File: config.mk
export PLATFORM = sky130hd
export DESIGN_NAME = sdram_write
export DESIGN_NICKNAME = d
export VERILOG_FILES = /design/src/rtl/sdram_pkg.sv /design/src/rtl/sdram_write.sv
export SDC_FILE = /design/constraint.sdc
export NUM_CORES = 1
export LEC_CHECK = 0
export CORE_UTILIZATION = 49
export CTS_BUF_LIST = sky130_fd_sc_hd__clkbuf_2 sky130_fd_sc_hd__clkbuf_4 sky130_fd_sc_hd__clkbuf_8
export DETAILED_ROUTE_END_ITERATION = 8
export GPL_TIMING_DRIVEN = 0
export PLACE_DENSITY = 0.83
export SYNTH_ARGS = -nofsm -noshare
export SYNTH_HDL_FRONTEND = slang
export SYNTH_SLANG_ARGS = --single-unit
File: constraint.sdc
create_clock -name sclk -period 2.7 [get_ports sclk]
set_input_delay 0.27 -clock sclk [delete_from_list [all_inputs] [get_ports sclk]]
set_output_delay 0.27 -clock sclk [all_outputs]
set_load 0.03 [all_outputs]
File: src/rtl/sdram_pkg.sv
// Shared SDRAM controller definitions: command encodings, FSM states, address geometry.
// Latency: none (constants and types only).
// Backpressure: none.
package sdram_pkg;

  // {cs_n, ras_n, cas_n, we_n}
  localparam logic [3:0] CMD_NOP = 4'b0111;
  localparam logic [3:0] CMD_ACT = 4'b0011;
  localparam logic [3:0] CMD_WR  = 4'b0100;
  localparam logic [3:0] CMD_PRE = 4'b0010;

  localparam int ROW_W = 13;
  localparam int COL_W = 9;
  localparam int BURST = 4;

  // Last burst-aligned column of a row; finishing it moves to the next row.
  localparam logic [COL_W-1:0] COL_LAST = 9'd508;

  // A10 high during PRECHARGE selects all banks.
  localparam logic [ROW_W-1:0] ADDR_PRE_ALL = 13'h0400;

  typedef enum logic [2:0] {
    S_IDLE = 3'd0,
    S_REQ  = 3'd1,
    S_ACT  = 3'd2,
    S_WR   = 3'd3,
    S_PRE  = 3'd4,
    S_END  = 3'd5
  } sdram_state_t;

endpackage

File: src/rtl/sdram_write.sv
// SDRAM write engine: ACT, back-to-back BL4 WRITEs fed from a FIFO, then PRECHARGE-all.
// Latency: ACT one cycle after grant, first WRITE TRCD later, end pulse TWR+TRP after last data.
// Backpressure: waits on wr_en grant; stops between bursts on ref_req, low FIFO level or row end.
module sdram_write
  import sdram_pkg::*;
#(
  parameter int TRCD = 2,
  parameter int TWR  = 2,
  parameter int TRP  = 2
) (
  input  logic             sclk,
  input  logic             s_rst_n,
  input  logic             wr_trig,
  input  logic             wr_en,
  output logic             wr_req,
  output logic             flag_wr_end,
  input  logic             ref_req,
  output logic [3:0]       wr_cmd,
  output logic [ROW_W-1:0] wr_addr,
  output logic [1:0]       bank_addr,
  output logic [15:0]      wr_data,
  output logic             wfifo_rd_en,
  input  logic [15:0]      wfifo_rd_data,
  input  logic [9:0]       wfifo_cnt
);

  localparam int CNT_W = 8;
  localparam logic [CNT_W-1:0] ACT_LAST   = CNT_W'(TRCD - 1);
  localparam logic [CNT_W-1:0] BURST_LAST = CNT_W'(BURST - 1);
  localparam logic [CNT_W-1:0] DECIDE_AT  = CNT_W'(BURST - 2);
  localparam logic [CNT_W-1:0] PRE_AT     = CNT_W'(TWR - 1);
  localparam logic [CNT_W-1:0] PRE_LAST   = CNT_W'(TWR + TRP - 2);
  localparam logic [9:0]       LVL_START  = 10'd4;
  localparam logic [9:0]       LVL_CONT   = 10'd5;

  sdram_state_t     state_q, state_d;
  logic [CNT_W-1:0] cnt_q, cnt_d;
  logic             pend_q, pend_d;
  logic             cont_q, cont_d;
  logic [ROW_W-1:0] row_q, row_d;
  logic [COL_W-1:0] col_q, col_d;

  // Data goes straight from the FIFO read port to DQ; pops are issued one cycle early.
  assign wr_data   = wfifo_rd_data;
  assign bank_addr = 2'b00;

  // Next-state and command decode; outputs depend on registered state only.
  always_comb begin
    state_d     = state_q;
    cnt_d       = cnt_q;
    pend_d      = pend_q;
    cont_d      = cont_q;
    row_d       = row_q;
    col_d       = col_q;
    wr_cmd      = CMD_NOP;
    wr_addr     = '0;
    wfifo_rd_en = 1'b0;
    wr_req      = 1'b0;
    flag_wr_end = 1'b0;

    // Triggers only count before the grant, and only if a full burst is buffered.
    if ((state_q == S_IDLE || state_q == S_REQ) && wr_trig && wfifo_cnt >= LVL_START) begin
      pend_d = 1'b1;
    end

    case (state_q)
      S_IDLE: begin
        if (pend_q) state_d = S_REQ;
      end
      S_REQ: begin
        wr_req = 1'b1;
        if (wr_en) begin
          state_d = S_ACT;
          cnt_d   = '0;
        end
      end
      S_ACT: begin
        if (cnt_q == '0) begin
          wr_cmd  = CMD_ACT;
          wr_addr = row_q;
        end
        if (cnt_q == ACT_LAST) begin
          wfifo_rd_en = 1'b1;
          state_d     = S_WR;
          cnt_d       = '0;
        end else begin
          cnt_d = cnt_q + 1'b1;
        end
      end
      S_WR: begin
        // The last pop slot of a burst is the first pop of the next one, if any.
        wfifo_rd_en = (cnt_q != BURST_LAST) || cont_q;
        if (cnt_q == '0) begin
          wr_cmd  = CMD_WR;
          wr_addr = {4'b0000, col_q};
        end
        if (cnt_q == DECIDE_AT) begin
          cont_d = !ref_req && (wfifo_cnt >= LVL_CONT) && (col_q != COL_LAST);
        end
        if (cnt_q == BURST_LAST) begin
          if (col_q == COL_LAST) begin
            col_d = '0;
            row_d = row_q + 1'b1;
          end else begin
            col_d = col_q + COL_W'(BURST);
          end
          cnt_d = '0;
          if (!cont_q) state_d = S_PRE;
        end else begin
          cnt_d = cnt_q + 1'b1;
        end
      end
      S_PRE: begin
        if (cnt_q == PRE_AT) begin
          wr_cmd  = CMD_PRE;
          wr_addr = ADDR_PRE_ALL;
        end
        if (cnt_q == PRE_LAST) begin
          state_d = S_END;
          cnt_d   = '0;
        end else begin
          cnt_d = cnt_q + 1'b1;
        end
      end
      S_END: begin
        flag_wr_end = 1'b1;
        // Leftover data keeps the request alive, e.g. after a refresh interruption.
        pend_d      = (wfifo_cnt >= LVL_START);
        state_d     = S_IDLE;
      end
      default: state_d = S_IDLE;
    endcase
  end

  // State, timing counter and address bookkeeping registers.
  always_ff @(posedge sclk) begin
    if (!s_rst_n) begin
      state_q <= S_IDLE;
      cnt_q   <= '0;
      pend_q  <= 1'b0;
      cont_q  <= 1'b0;
      row_q   <= '0;
      col_q   <= '0;
    end else begin
      state_q <= state_d;
      cnt_q   <= cnt_d;
      pend_q  <= pend_d;
      cont_q  <= cont_d;
      row_q   <= row_d;
      col_q   <= col_d;
    end
  end

endmodule

* Word level (Yosys, flattened, before mapping)
Index checks and enable logic that the tools add are counted.
Storage, ports and cells: bits of input ports 31, memory bits (writable) 0, flip-flop bits (word level) 35, ROM bits 0, memories kept 0, latch bits 0
Operators by class: magnitude comparators 2, reduce and logical (&&, ||, !) cells 16, multiplexer cells 27, bitwise logic cells 0, shift-type cells 0, multipliers 0, add/sub/neg operators 3, divide/modulo/power cells 0, equality and inequality tests 17
Operators with widths (number):
- one-hot mux 13 bit (3 select lines) | 1
- 2-to-1 mux 8 bit | 4
- one-hot mux 8 bit (4 select lines) | 1
- 2-to-1 mux 3 bit | 8
- greater-or-equal comparator 10 x 3 -> 1 bit, second input constant | 2
- 2-to-1 mux 9 bit | 2
- == test 8 x 2 -> 1 bit, second input constant | 2
- one-hot mux 3 bit (5 select lines) | 1
- adder 13 x 1 -> 13 bit, second input constant | 1
- 2-to-1 mux 13 bit | 1
- inequality test 2 bit, second input constant | 6
- 2-to-1 mux 11 bit | 1
- adder 9 x 3 -> 9 bit, second input constant | 1
- == test 9 bit, second input constant | 1
- inequality test 9 bit, second input constant | 1
- one-hot mux 3 bit (3 select lines) | 1
- adder 8 x 1 -> 8 bit, second input constant | 1
- == test 8 x 1 -> 1 bit, second input constant | 1
- zero test 8 bit | 1
- inequality test 8 x 2 -> 1 bit, second input constant | 1
- == test 3 x 2 -> 1 bit, second input constant | 2
- == test 3 bit, second input constant | 2
- AND reduction 2 bit | 3
- AND reduction 6 bit | 1
- 11 further kinds | 19

* Logic depth before layout (Yosys ltp)
Gate-level depths: netlist of run 1.
depth after elaboration 6, mapped depth 7

* Worst setup path before layout of run 1
No wires, ideal clock.
kind register to output, start reg cnt_q[4], end out wr_addr[2], cell stages (with the launch flop) 5, data required time 2.430 ns, arrival time 1.808 ns, path slack 0.622 ns, path through dfxtp_1 -> or4_4 -> nor2_1 -> nand3_1 -> nor2_1
On the way: longest elaborated chain between the ends 3, elaborated cells on any way between the ends 4
RTL lines:
- from (decl) | RTL line sdram_write.sv:37 | logic [CNT_W-1:0] cnt_q, cnt_d;
- from (signal assigned) | RTL line sdram_write.sv:146 | cnt_q <= cnt_d;
- zero test 8 bit * | RTL line sdram_write.sv:78, sdram_write.sv:93
- 2-to-1 mux 9 bit / 2-to-1 mux 13 bit (equally long branches) | RTL line sdram_write.sv:93, sdram_write.sv:78
- one-hot mux 13 bit (3 select lines) * | RTL line sdram_write.sv:66 | case (state_q)
- to (decl) | RTL line sdram_write.sv:19 | output logic [ROW_W-1:0] wr_addr,
Every way passes the cells marked *; elsewhere a longest branch is shown, timed or not.

* Worst setup path in the final report of run 1
start reg cnt_q[4], end out wr_addr[8]
The elaborated chain is that of the path after synthesis.

==> impl_metrics.tcl, run 1 <==
set metrics [dict create \
    startpoint_type "flop" \
    remaining_drc_errors 0 \
    finalCritPeriodShare_pct 93.8 \
    routed_wl_mm 5.75 \
    synth_fa_ha_area_share_pct 3.90 \
    grt_pass1_vias 2074 \
    p_comb_share_pct 36.9 \
    grt_pass1_wl_mm 9.43 \
    grt_usage_pct 24.2 \
    skew_ps 8.16 \
    clock_power_share_pct 26.4 \
    ys_types 46 \
    syn_area_um2 2250 \
    antenna_found_initial 0 \
    die_area_um2 4860 \
    sw_frac_of_total_pct 36.7 \
    cp.required_ps 2430 \
    vdd_drop_max_mv 0.298 \
    p_leak_uw 0.00112 \
    vias 2317 \
    tightest_slew_ps 683 \
    synth_compound_area_share_pct 18.6 \
    power_uw 1440 \
    holdPathStages 2 \
    syn_inst 289 \
    power_density_nw_per_um2 493 \
    initial_core_util_pct 51.3 \
    fin_ws_ps 168 \
    grt_max_degree 11 \
    async_flop_share_pct 0 \
    r2r_cells 7 \
    synth_xor_area_share_pct 1.17 \
    worst-path-max-fanout 7 \
    rrSetupSlack_ps 330 \
    post_cts_buffers 0 \
    first_iter_violations 216 \
    dp_hpwl_mm 4.23 \
    clock_latency_ps 300 \
    hp-class "reg2reg" \
    maxCapViolations 0 \
    p_int_uw 910 \
    dp_slack_ps -144 \
    cts.hold.buffers_added 0 \
    die_w_um 69.7 \
    io_pins 69 \
    die_h_um 69.7 \
    post_drt_wl_per_cell_um 14.4 \
    rsz0062_at_grt "false" \
    p_switching_uw 528 \
    overflow 0 \
    relSlewSlack_pct 54.5 \
    avgViaCountPerCell 5.79 \
    worstSetupPathType "reg2out" \
    tns_ps 0 \
    pwr-share-seq_pct 36.7 \
    ys_seq_area_share_pct 29.4 \
    status "complete, no violations" \
    critPathCaptureType "output pin" \
    fin_hold_ws_ps 487 \
    htreeDepth 2 \
    diodes 0 \
    cts_buffer_depth 2 \
    synth_ff_type "dfxtp_1" \
    tritoncts "built" \
    finalMaxSlewViolations 0 \
    setup_viol 0 \
    clk_pin_slew_ps 70 \
    ant_nets 0 \
    max_freq_mhz 395 \
    cts.sinks 33 \
    yosys.area_share.simple_pct 32.2 \
    finalHoldViolations 0 \
    avgSynthCellArea_um2 7.78 \
    gp_congestion 0.906 \
    cts_made_buffers 5 \
    root_buffer "clkbuf_8" \
    core_area_um2 4380 \
    syn2layout_area_growth_pct 29.6 \
    io_buffers 49 \
    drive_above_1_share_pct 11.8 \
    finalCriticalPeriod_ps 2530 \
    dr.pass1.iters 6 \
    num_rows 24 \
    fin_nets 385 \
    synth_top_family_by_area "simple AND/OR/NAND/NOR gates" \
    synth_edf_count 0 \
    synth.area.mux_share_pct 4.45 \
    yosys_warnings 0 \
    ys_ff_latch 33 \
    final_core_util_pct 66.5 \
    worst_ep_arrival_time_ps 2260 \
]
[power groups by stage]
| stage | sequential [µW] | clock [µW] | combinational (µW) |
|---|---|---|---|
| 6_report | 528 | 379 | 531 |
| 5_1_grt | 531 | 402 | 573 |
| 4_1_cts | 528 | 378 | 521 |
| 3_5_place_dp | 539 | 0 | 513 |
| 3_3_place_gp | 538 | 0 | 508 |
| 2_1_floorplan | 533 | 0 | 368 |
[placed cells by master (no fill, tap or decap), drive strengths merged, types with 11 or more instances in the layout]
cell	n
a21oi	23
and2	11
buf	22
clkbuf	17
clkdlybuf4s50	35
dfxtp	33
dlygate4sd2	13
nand2	21
nand3	16
nor2	18
o21ai	12
[sequential cells by signal (all words and copies together), names as in the netlist]
name and cells:
pend_q 1, row_q 13, col_q 7, state_q 3
cont_q 1, cnt_q 8
[worst paths after layout]
| check | start | endpoint |
|---|---|---|
| min reg2reg | row_q[12] | row_q[12] |
| max reg2reg | cnt_q[1] | row_q[11] |
| min | row_q[12] | row_q[12] |
| max | cnt_q[4] | wr_addr[8] |
[timing repair]
action / in CTS / in global routing
endpoints found under the hold margin: 0 / 0
pin swaps: 0 / 1
gates cloned: 0 / 0
resized for setup: 18 / 4
endpoints found under the setup margin: 15 / 13
[per-stage QoR]
step,area (µm²),instances
after floorplan,2260,291
after global placement,2810,392
after detailed placement,2810,392
after CTS,2910,400
after global routing,2910,400
final,2910,400
[cells by family (layout without fill, tap and decap cells)]
| kind of cell | count (synthesis) | after routing |
|---|---|---|
| simple gates | 128 | 128 |
| compound gates | 66 | 66 |
| buf+inv | 41 | 98 |
| flops | 33 | 33 |
| mux | 10 | 10 |
| fa+ha+maj | 7 | 7 |
| xor+xnor | 3 | 3 |
| other cells | 1 | 3 |
[per-layer routing]
metal	vias up	routed length, µm	track usage (%)
li1	1163	-	-
met1	1054	2530	31.5
met2	88	2670	38.2
met3	12	424	5.09
met4	0	119	11.3
met5	-	0	0
[worst max-delay path, stage by stage, from the launching register on]
cell and delay (ps):
dfxtp_1 370, or4_4 570, nor2_2 250, nand3_2 210
nor2_1 140, dlygate4sd2_1 410
[synthesized netlist by cell type (2+ instances only)]
cell type / instances / area (µm²)
dfxtp_1: 33 / 661
a21oi_1: 23 / 115
nand2_1: 21 / 78.8
buf_4: 19 / 143
nor2_1: 18 / 67.6
nand3_1: 16 / 80.1
o21ai_0: 12 / 60.1
and2_1: 11 / 68.8
clkbuf_1: 11 / 41.3
mux2i_1: 10 / 100
nand2b_1: 9 / 56.3
o31ai_1: 9 / 67.6
inv_1: 8 / 30.0
or4_1: 8 / 60.1
ha_1: 7 / 87.6
nor3_1: 7 / 35.0
or3_1: 7 / 43.8
nand4_1: 6 / 37.5
and3_1: 4 / 25.0
and4_1: 4 / 35.0
nor4_1: 4 / 25.0
o22ai_1: 4 / 25.0
a211oi_1: 3 / 22.5
a31o_2: 3 / 26.3
o41ai_1: 3 / 26.3
xnor2_1: 3 / 26.3
a22oi_1: 2 / 15.0
buf_2: 2 / 10.0
nand4b_1: 2 / 17.5
nor2b_1: 2 / 12.5
nor4b_1: 2 / 17.5
o311ai_0: 2 / 17.5
[cell type report]
class / count / area (µm²)
fill: 374 / 1470
clock buffer: 6 / 76.3
buffer: 33 / 200
tap: 52 / 65.1
sequential: 33 / 661
timing repair buffer: 49 / 477
inverter: 8 / 30.0
multi-input combinational: 217 / 1400
clock inverter: 2 / 10.0
(Power assumes the default switching activity.)
==> inputs of run 2 (changes only) <==
--- a/config.mk
+++ b/config.mk
@@ -10,6 +10,7 @@
 export DETAILED_ROUTE_END_ITERATION = 8
 export GPL_TIMING_DRIVEN = 0
 export PLACE_DENSITY = 0.83
+export SETUP_SLACK_MARGIN = 0.4
 export SYNTH_ARGS = -nofsm -noshare
 export SYNTH_HDL_FRONTEND = slang
 export SYNTH_SLANG_ARGS = --single-unit
==> run 2 against run 1 <==
Global-route usage is 0.12 points higher; cell count is 0.50% higher; final area is 1.8% higher; clock power hardly changed; non-clock buffer count is 2 higher; fmax is 14% higher; routed wire length is 3.3% higher; largest cell class unchanged; largest power group unchanged.
==> impl_metrics.tcl, run 2 (synthesis gave the netlist of run 1 again) <==
set metrics [dict create \
    path_cells "or4_4 > nor2_4 > nand3_1 > a21oi_1 > buf_2" \
    wl_met2_mm 2.81 \
    syn2layout_area_growth_pct 31.9 \
    timing.rr.start "cnt_q[7]" \
    skew_ps 7.93 \
    fin_nets 387 \
    critPathCaptureType "output pin" \
    rsz0062_at_grt "false" \
    startpoint_type "flop" \
    met1_length_mm 2.63 \
    die_area_um2 4860 \
    io_buffers 49 \
    finalCritPeriodShare_pct 82.2 \
    final_common_cell "dfxtp_1" \
    place_area_um2 2810 \
    root_buffer "clkbuf_8" \
    first_iter_violations 232 \
    cts.hold.buffers_added 0 \
    holdPathStages 2 \
    final_cell_mix "dfxtp_1, clkdlybuf4s50_1, a21oi_1" \
    maxCapViolations 0 \
    rrSetupSlack_ps 500 \
    dp_slack_ps -144 \
    top_register "row_q" \
    vias 2378 \
    core_area_um2 4380 \
    antenna_found_initial 0 \
    die_h_um 69.7 \
    routed_wl_mm 5.94 \
    largest_registers "row_q (13), cnt_q (8), col_q (7)" \
    fin_ws_ps 479 \
    r2r_end "row_q[11]" \
    gp_congestion 0.906 \
    overflow 0 \
    largest_reg_flops 13 \
    drive_above_1_share_pct 19.4 \
    hp-class "reg2reg" \
    remaining_drc_errors 0 \
    diodes 0 \
    top_layer "met4" \
    finalCriticalPeriod_ps 2220 \
    initial_core_util_pct 51.3 \
    grt_usage_pct 24.3 \
    p_leak_uw 0.00112 \
    clk_pin_slew_ps 70 \
    setup_viol 0 \
    cts.sinks 33 \
    wl_met3_um 375 \
    worst-path-max-fanout 6 \
    cts_made_buffers 5 \
    final_cell_area_um2 2970 \
    tightest_slew_ps 701 \
    nFillCells 368 \
    clock_latency_ps 300 \
    slowest_stage "or4_4" \
    die_w_um 69.7 \
    power_density_nw_per_um2 493 \
    avgViaCountPerCell 5.92 \
    status "complete, no violations" \
    dr.pass1.iters 5 \
    cts_buffer_depth 2 \
    ant_nets 0 \
    io_pins 69 \
    htreeDepth 2 \
    relSlewSlack_pct 53.3 \
    post_drt_wl_per_cell_um 14.8 \
    finalMaxSlewViolations 0 \
    grt_max_degree 11 \
    r2r_cells 6 \
    finalHoldViolations 0 \
    worstHoldEndpoint "row_q[12]" \
    max_freq_mhz 450 \
    hold_start "row_q[12]" \
    grt_pass1_vias 2079 \
    worstSetupPathType "reg2out" \
    tritoncts "built" \
    vdd_drop_max_mv 0.263 \
    cp.required_ps 2430 \
    dp_hpwl_mm 4.23 \
    worst_ep_arrival_time_ps 1950 \
    num_rows 24 \
    grt_pass1_wl_mm 9.45 \
    cp_slowest_stage_delay_ps 590 \
]
run 2: changes by cell type in the layout (fill, tap and decap cells not counted), sizes merged:
cell / delta
dlygate4sd2: -9
clkdlybuf4s50: -5
buf: +9
clkdlybuf4s15: +4
clkbuf: +2
dlymetal6s2s: +1
run 2: area by class of cell:
type / count / area [µm²] / share of cell area (%)
inverters: 8 / 30.0 / 1.01
multi-input cells: 217 / 1450 / 48.7
flip-flops and latches: 33 / 663 / 22.4
clock inverters: 2 / 10.0 / 0.337
well taps: 52 / 65.1 / 2.19
repair buffers: 51 / 465 / 15.7
clock buffers: 6 / 76.3 / 2.57
plain buffers: 33 / 211 / 7.13
run 2: how the worst max path moves through the flow:
stage / startpoint / endpoint / slack [ps]
3_5_place_dp: cnt_q[2] / wr_addr[1] / -140
3_3_place_gp: cnt_q[2] / wr_addr[9] / -130
4_1_cts: state_q[0] / wr_cmd[0] / 310
2_1_floorplan: cnt_q[4] / wr_addr[2] / 620
6_report: cnt_q[7] / wfifo_rd_en / 480
5_1_grt: cnt_q[7] / row_q[11] / 410
run 2: stage by stage:
step                hold slack, ps  utilization (%)  instances  total power [µW]  setup TNS (ps)
floorplan                      419                -        291               902               0
global placement               448             64.1        392              1050            -632
detailed placement             483             64.1        392              1050            -708
CTS                            492             66.2        401              1430               0
global route                   502             67.7        402              1530               0
finish                         488             67.7        402              1460               0
run 2: report_power, final:
part / internal [µW] / total, µW / switching [µW]
Sequential: 509 / 531 / 22.0
Combinational: 225 / 551 / 326
Clock: 189 / 381 / 192
Total: 923 / 1460 / 540
run 2: worst max-delay path, delay by kind of cell (launching register included):
kind                   cells  cell delay [ps]
buffers and inverters      1              220
DFF                        1              350
and+or+nand+nor            3              900
AOI/OAI and AO/OA          1              190
run 2: routing by layer:
layer  up-vias  global-route usage [%]
li1       1175                       -
met5         -                       0
met4         0                    11.3
met2        97                    38.0
met1      1094                    32.0
met3        12                    5.09
run 2: what timing repair did:
item | CTS | global route
setup endpoints to repair | 20 | 25
pin swaps | 1 | 2
setup buffers | 1 | 1
gates resized for setup | 68 | 23
==> RTL edit 1: new RTL, settings of run 2 <==
Put a register stage on the output `wr_data`, cleared by the reset. The value now appears one clock later. The other outputs are not delayed to match.
--- a/src/rtl/sdram_write.sv
+++ b/src/rtl/sdram_write.sv
@@ -41,7 +41,13 @@
   logic [COL_W-1:0] col_q, col_d;
 
   // Data goes straight from the FIFO read port to DQ; pops are issued one cycle early.
-  assign wr_data   = wfifo_rd_data;
+  always_ff @(posedge sclk) begin
+    if (!s_rst_n) begin
+      wr_data <= '0;
+    end else begin
+      wr_data <= wfifo_rd_data;
+    end
+  end
   assign bank_addr = 2'b00;
 
   // Next-state and command decode; outputs depend on registered state only.
Formal check against the unedited RTL: not equivalent (a bounded check fails within 4 cycles, from zero or initial values and one cycle with s_rst_n low).
==> RTL edit 1 against run 2 <==
- area after synthesis rose by 9.9%
- cell count increased by 10%
- global-route usage is 0.34 points higher
- clock skew about the same
- non-clock buffer count up 4
- worst setup slack worse by 0.043 ns
- sequential cell count grew 16
- wire length grew 6.9%
- sequential share of layout area up 6.9 points
- design area up 13%
- critical path depth did not move
- highest routed layer unchanged
Power is not compared: it rests on default switching activity, and its combinational part moved more than twofold at a synthesized area within 25%.
==> RTL edit 1: results (changes against run 2) <==
[final_layout]
num-fill-cells = 389  ; +5.7%
num-nets-final = 413  ; +6.7%
top_regs = wr_data (16), row_q (13), cnt_q (8)
drive_gt1_share_pct = 15.7  ; -3.7 points

[routing]
met2_length_mm = 3.28  ; +17%
wl_met3_um = 257  ; -31%
drtIter0Drc = 155  ; -33%
via_per_inst = 5.25  ; -11%
wl_met1_mm = 2.74  ; +3.9%
drt_first_pass_iters = 4  ; -1
routed_wl_mm = 6.35  ; +6.9%

[yosys]
ys_types = 51  ; +11%
yosys-top-cells-area = dfxtp_1 40%, and2_1 5.6%, nor2_1 5.0%
synth_seq_cells = 49  ; +48%
ys_top_cells_by_count = 49 x dfxtp_1, 33 x nor2_1, 28 x nand2_1, 22 x and2_1, 14 x nand3_1
synth-edff-count = 0  ; unchanged
ys_seq_area_share_pct = 39.7  ; +10 points

[global_route]
grt_pass1_vias = 2170  ; +4.4%
grt_start_max_net_pins = 16  ; +5
grt_pass1_wl_mm = 10.0  ; +6.1%
grt_usage_pct = 24.6  ; +0.34 points

[worst_setup_path]
cp_max_fo = 5  ; -1
r2r-start = cnt_q[7]$_SDFFE_PN0P_
cpMaxStageDelayCell = dlygate4sd1_1
cpPeakStageDelay_ns = 0.43  ; -0.16 ns

[placement]
placed_cell_area_um2 = 3210  ; +14%
port_buffers = 65  ; +33%
place.gp.congestion = 0.862  ; -4.8%
dp_slack_ns = 0.166  ; +0.310 ns
dp_hpwl_mm = 4.48  ; +5.8%

[outcome]
outcome = completed

[cts]
path_clk_slew_ns = 0.09  ; +0.02 ns

[sta]
maxSlewViolCount = 0  ; unchanged
fin_skew_ns = 0.00793  ; +0.00000525 ns
max-slew-margin-rel_pct = 62.4  ; +9.2 points

RTL edit 1: changes by cell type in the layout (fill, tap and decap cells not counted), moves of 8 or more:
cell                    run 2  this run
xnor2_1                     3        11
and2_1                     11        22
dfxtp_1                    31        47
clkdlybuf4s50_1            30        49
a21oi_1                    23        10
buf_4                      21        10
o31ai_1                     9         1
nor2_1                     17        32
RTL edit 1: routing by layer:
layer	GRT usage (%)	vias to the layer above
li1	-	1170
met1	29.7	1095
met2	42.6	54
met3	5.52	5
met4	8.93	0
met5	0	-
RTL edit 1: final timing paths:
kind	endpoint	slack [ns]	cells after the start
worst min register to register	row_q[12]$_SDFFE_PN0P_	0.47	2
worst max register to register	row_q[11]$_SDFFE_PN0P_	0.52	8
worst max-delay path	wr_addr[11]	0.44	5
worst min-delay path	row_q[12]$_SDFFE_PN0P_	0.47	2
RTL edit 1: layout make-up:
class,count,area share [%]
plain buffers,16,2.60
clock buffers,6,2.27
clock inverters,2,1.15
inverters,8,0.892
multi-input cells,223,42.2
flip-flops and latches,49,29.2
well taps,67,2.49
repair buffers,72,19.2
RTL edit 1: logic make-up after synthesis:
group                    after synthesis  synth area share (%)
AND/OR/NAND/NOR                      152                  32.9
flip-flops                            49                  39.7
AO/OA/AOI/OAI                         34                  8.81
buffers and inverters                 24                  4.66
XOR/XNOR                              14                  4.96
multiplexers                          13                  5.32
adder cells (fa/ha/maj)                7                  3.54
other                                  1                 0.152
RTL edit 1: metrics by stage:
| step | cells | util [%] | power, uW |
|---|---|---|---|
| 2_1_floorplan | 296 | - | 910 |
| 3_3_place_gp | 428 | 67.1 | 1010 |
| 3_5_place_dp | 428 | 67.1 | 1010 |
| 4_1_cts | 439 | 70.3 | 1560 |
| 5_1_grt | 443 | 70.4 | 1620 |
| 6_report | 443 | 70.4 | 1560 |
RTL edit 1: power by group through the flow:
stage	sequential (uW)	clock, uW	combinational (uW)
final	753	554	257
after global routing	756	591	274
after CTS	753	557	249
after detailed placement	770	0	245
after global placement	769	0	242
after floorplan	794	0	116
RTL edit 1: what timing repair did:
| action | in CTS | in global routing |
|---|---|---|
| buffers inserted | 3 | 4 |
| pin swaps | 1 | 3 |
| resized for setup | 41 | 30 |
| setup endpoints to repair | 18 | 24 |
RTL edit 1: critical path, delay by kind of cell (launching register included):
| family | cells | cell delay (ns) |
|---|---|---|
| buffers and inverters | 2 | 0.61 |
| DFF | 1 | 0.36 |
| and+or+nand+nor | 3 | 0.71 |
==> RTL edit 2: new RTL, flow settings as in run 2 <==
Without the edit above. One comparison of `cnt_q` changes from == to >=.
--- a/src/rtl/sdram_write.sv
+++ b/src/rtl/sdram_write.sv
@@ -94,7 +94,7 @@
           wr_cmd  = CMD_WR;
           wr_addr = {4'b0000, col_q};
         end
-        if (cnt_q == DECIDE_AT) begin
+        if (cnt_q >= DECIDE_AT) begin
           cont_d = !ref_req && (wfifo_cnt >= LVL_CONT) && (col_q != COL_LAST);
         end
         if (cnt_q == BURST_LAST) begin
Formal check against the unedited RTL: same outputs for any inputs over 10 cycles, from zero or initial values and one cycle with s_rst_n low; that may be too few to reach the edited logic, so the function may still have changed.
==> RTL edit 2 against run 2 <==
- sequential cell count did not move
- worst hold slack improved by 0.00097 ns
- global-route usage is 0.51 points lower
- fmax shrank 0.24%
- core utilization rose by 0.84 points
- clock skew is 0.0012 ns higher
- wire length down 15%
- area after synthesis down 3.6%
- design area decreased by 5.0%
- worst setup slack worse by 0.0052 ns
- critical path depth is 1 lower
- largest cell class unchanged
Power is not compared: it rests on default switching activity, and its combinational part moved more than twofold at a synthesized area within 25%.
==> RTL edit 2: results (changes against run 2) <==
[worst_hold_path]
min-delay-start = pend_q$_SDFFE_PN0P_
hp-class = reg -> reg
hold_depth = 2  ; unchanged
min_to = pend_q$_SDFFE_PN0P_

[placement]
placed_cell_area_um2 = 2730  ; -3.0%
place.gp.congestion = 0.831  ; -8.3%
dp_hpwl_mm = 3.72  ; -12%
dp_slack_ns = 0.119  ; +0.263 ns
port_buffers = 49  ; unchanged

[yosys]
synthArstFlopShare_pct = 0  ; unchanged
synthFlopType = dfxtp_1
ys_top_cells_by_count = 33 x dfxtp_1, 21 x and2_1, 21 x nand2_1, 20 x buf_4, 16 x nor2_1
synth-edff-count = 0  ; unchanged
yosys-top-cells-area = dfxtp_1 30%, buf_4 6.9%, and2_1 6.1%
ys_seq_area_share_pct = 30.5  ; +1.1 points
ys_warn_count = 0  ; unchanged
ys_types = 53  ; +15%

[pwr]
p_leak_uw = 0.00114
power.internal_uw = 788
ir_worst_vdd_mv = 0.293

[final_layout]
top_regs = row_q (13), cnt_q (8), col_q (7)
num-nets-final = 362  ; -6.5%
drive_gt1_share_pct = 19.6  ; +0.20 points

[worst_setup_path]
cp.arrival_ns = 1.96
r2r-start = cnt_q[0]$_SDFFE_PN0P_
reg2reg_depth = 8  ; +2
startpoint = cnt_q[2]$_SDFFE_PN0P_
rrSetupSlack_ns = 0.66  ; +0.16 ns
cp_max_fo = 5  ; -1
r2r-end = row_q[10]$_SDFFE_PN0P_

[cts]
htree_levels = 2  ; unchanged
clk_path_buf_depth = 2  ; unchanged
numCtsBuffers = 5  ; unchanged
path_clk_slew_ns = 0.07  ; about the same
clock-root-buffer = clkbuf_8
clock_latency_ns = 0.29

[routing]
wl_per_cell_um = 13.4  ; -9.3%
drtIter0Drc = 135  ; -42%
vias = 2055  ; -14%
drt_first_pass_iters = 4  ; -1

[outcome]
outcome = completed

[sta]
fin_skew_ns = 0.00915  ; +0.00123 ns
max-slew-margin-rel_pct = 54.8  ; +1.5 points

[global_route]
grt_pass1_wl_mm = 8.26  ; -13%
grt_pass1_vias = 1879  ; -9.6%
grt_usage_pct = 23.8  ; -0.51 points
grt_start_max_net_pins = 12  ; +1
antenna_found_initial = 0  ; unchanged

[RTL edit 2: cell count changes in the layout (fill, tap and decap cells not counted), moves of 6 or more]
cell	delta
a21oi_1	-20
and2_1	+10
nand2b_1	-6
o31ai_1	-8
or4_1	-8
xnor2_1	+8
xor2_1	+7
[RTL edit 2: final cells by class]
class	instances	area, um^2
clock inverter	3	17.5
sequential	33	661
clock buffer	5	68.8
timing repair buffer	50	455
inverter	11	41.3
tap	50	62.6
fill	366	1300
multi-input combinational	193	1300
buffer	31	210
[RTL edit 2: worst max-delay path, cell delays in order, from the launching register on]
cell and delay [ns]:
dfxtp_1 0.36, nor4_4 0.35, nand2_1 0.20, or3_1 0.40
dlygate4sd2_1 0.37
[RTL edit 2: stage by stage]
stage,cells,util (%),hold slack [ns]
6_report,376,68.5,0.489
4_1_cts,376,69.3,0.490
3_5_place_dp,367,66.3,0.480
3_3_place_gp,367,66.3,0.473
2_1_floorplan,268,-,0.457
5_1_grt,376,68.5,0.506
[RTL edit 2: how the worst max path moves through the flow]
stage	endpoint	slack (ns)
finish	wr_cmd[1]	0.47
global route	wr_addr[6]	0.36
CTS	wr_addr[11]	0.37
detailed placement	wr_addr[11]	0.12
global placement	wfifo_rd_en	0.13
floorplan	wr_addr[2]	0.72
[RTL edit 2: logic make-up after synthesis]
| logic type | count (synthesis) | synth area share, % |
|---|---|---|
| xor gates and xnor gates | 18 | 7.27 |
| adders and majority gates | 6 | 3.46 |
| other | 1 | 0.173 |
| buffers and inverters | 42 | 11.3 |
| DFF | 33 | 30.5 |
| and+or+nand+nor | 120 | 30.9 |
| AOI/OAI and AO/OA | 36 | 11.7 |
| muxes | 10 | 4.68 |
[RTL edit 2: layer usage]
layer	GRT usage, %	up-vias	part of all wire (%)
met1	28.7	936	44
met3	5.59	13	7.9
met5	0	-	0
met4	9.64	0	2.4
met2	40.3	84	45
li1	-	1022	-
[RTL edit 2: power by group through the flow]
stage | Clock (uW) | Sequential [uW] | Combinational (uW)
6_report | 368 | 502 | 254
5_1_grt | 395 | 503 | 278
4_1_cts | 378 | 502 | 248
3_5_place_dp | 0 | 513 | 244
3_3_place_gp | 0 | 513 | 242
2_1_floorplan | 0 | 511 | 165
[RTL edit 2: repair_timing]
item                       in CTS  in global routing
setup buffers                   1                  0
cloned                          0                  0
setup endpoints to repair      18                 15
hold buffers                    0                  0
resized for setup              46                 22
pin swaps                       1                  2
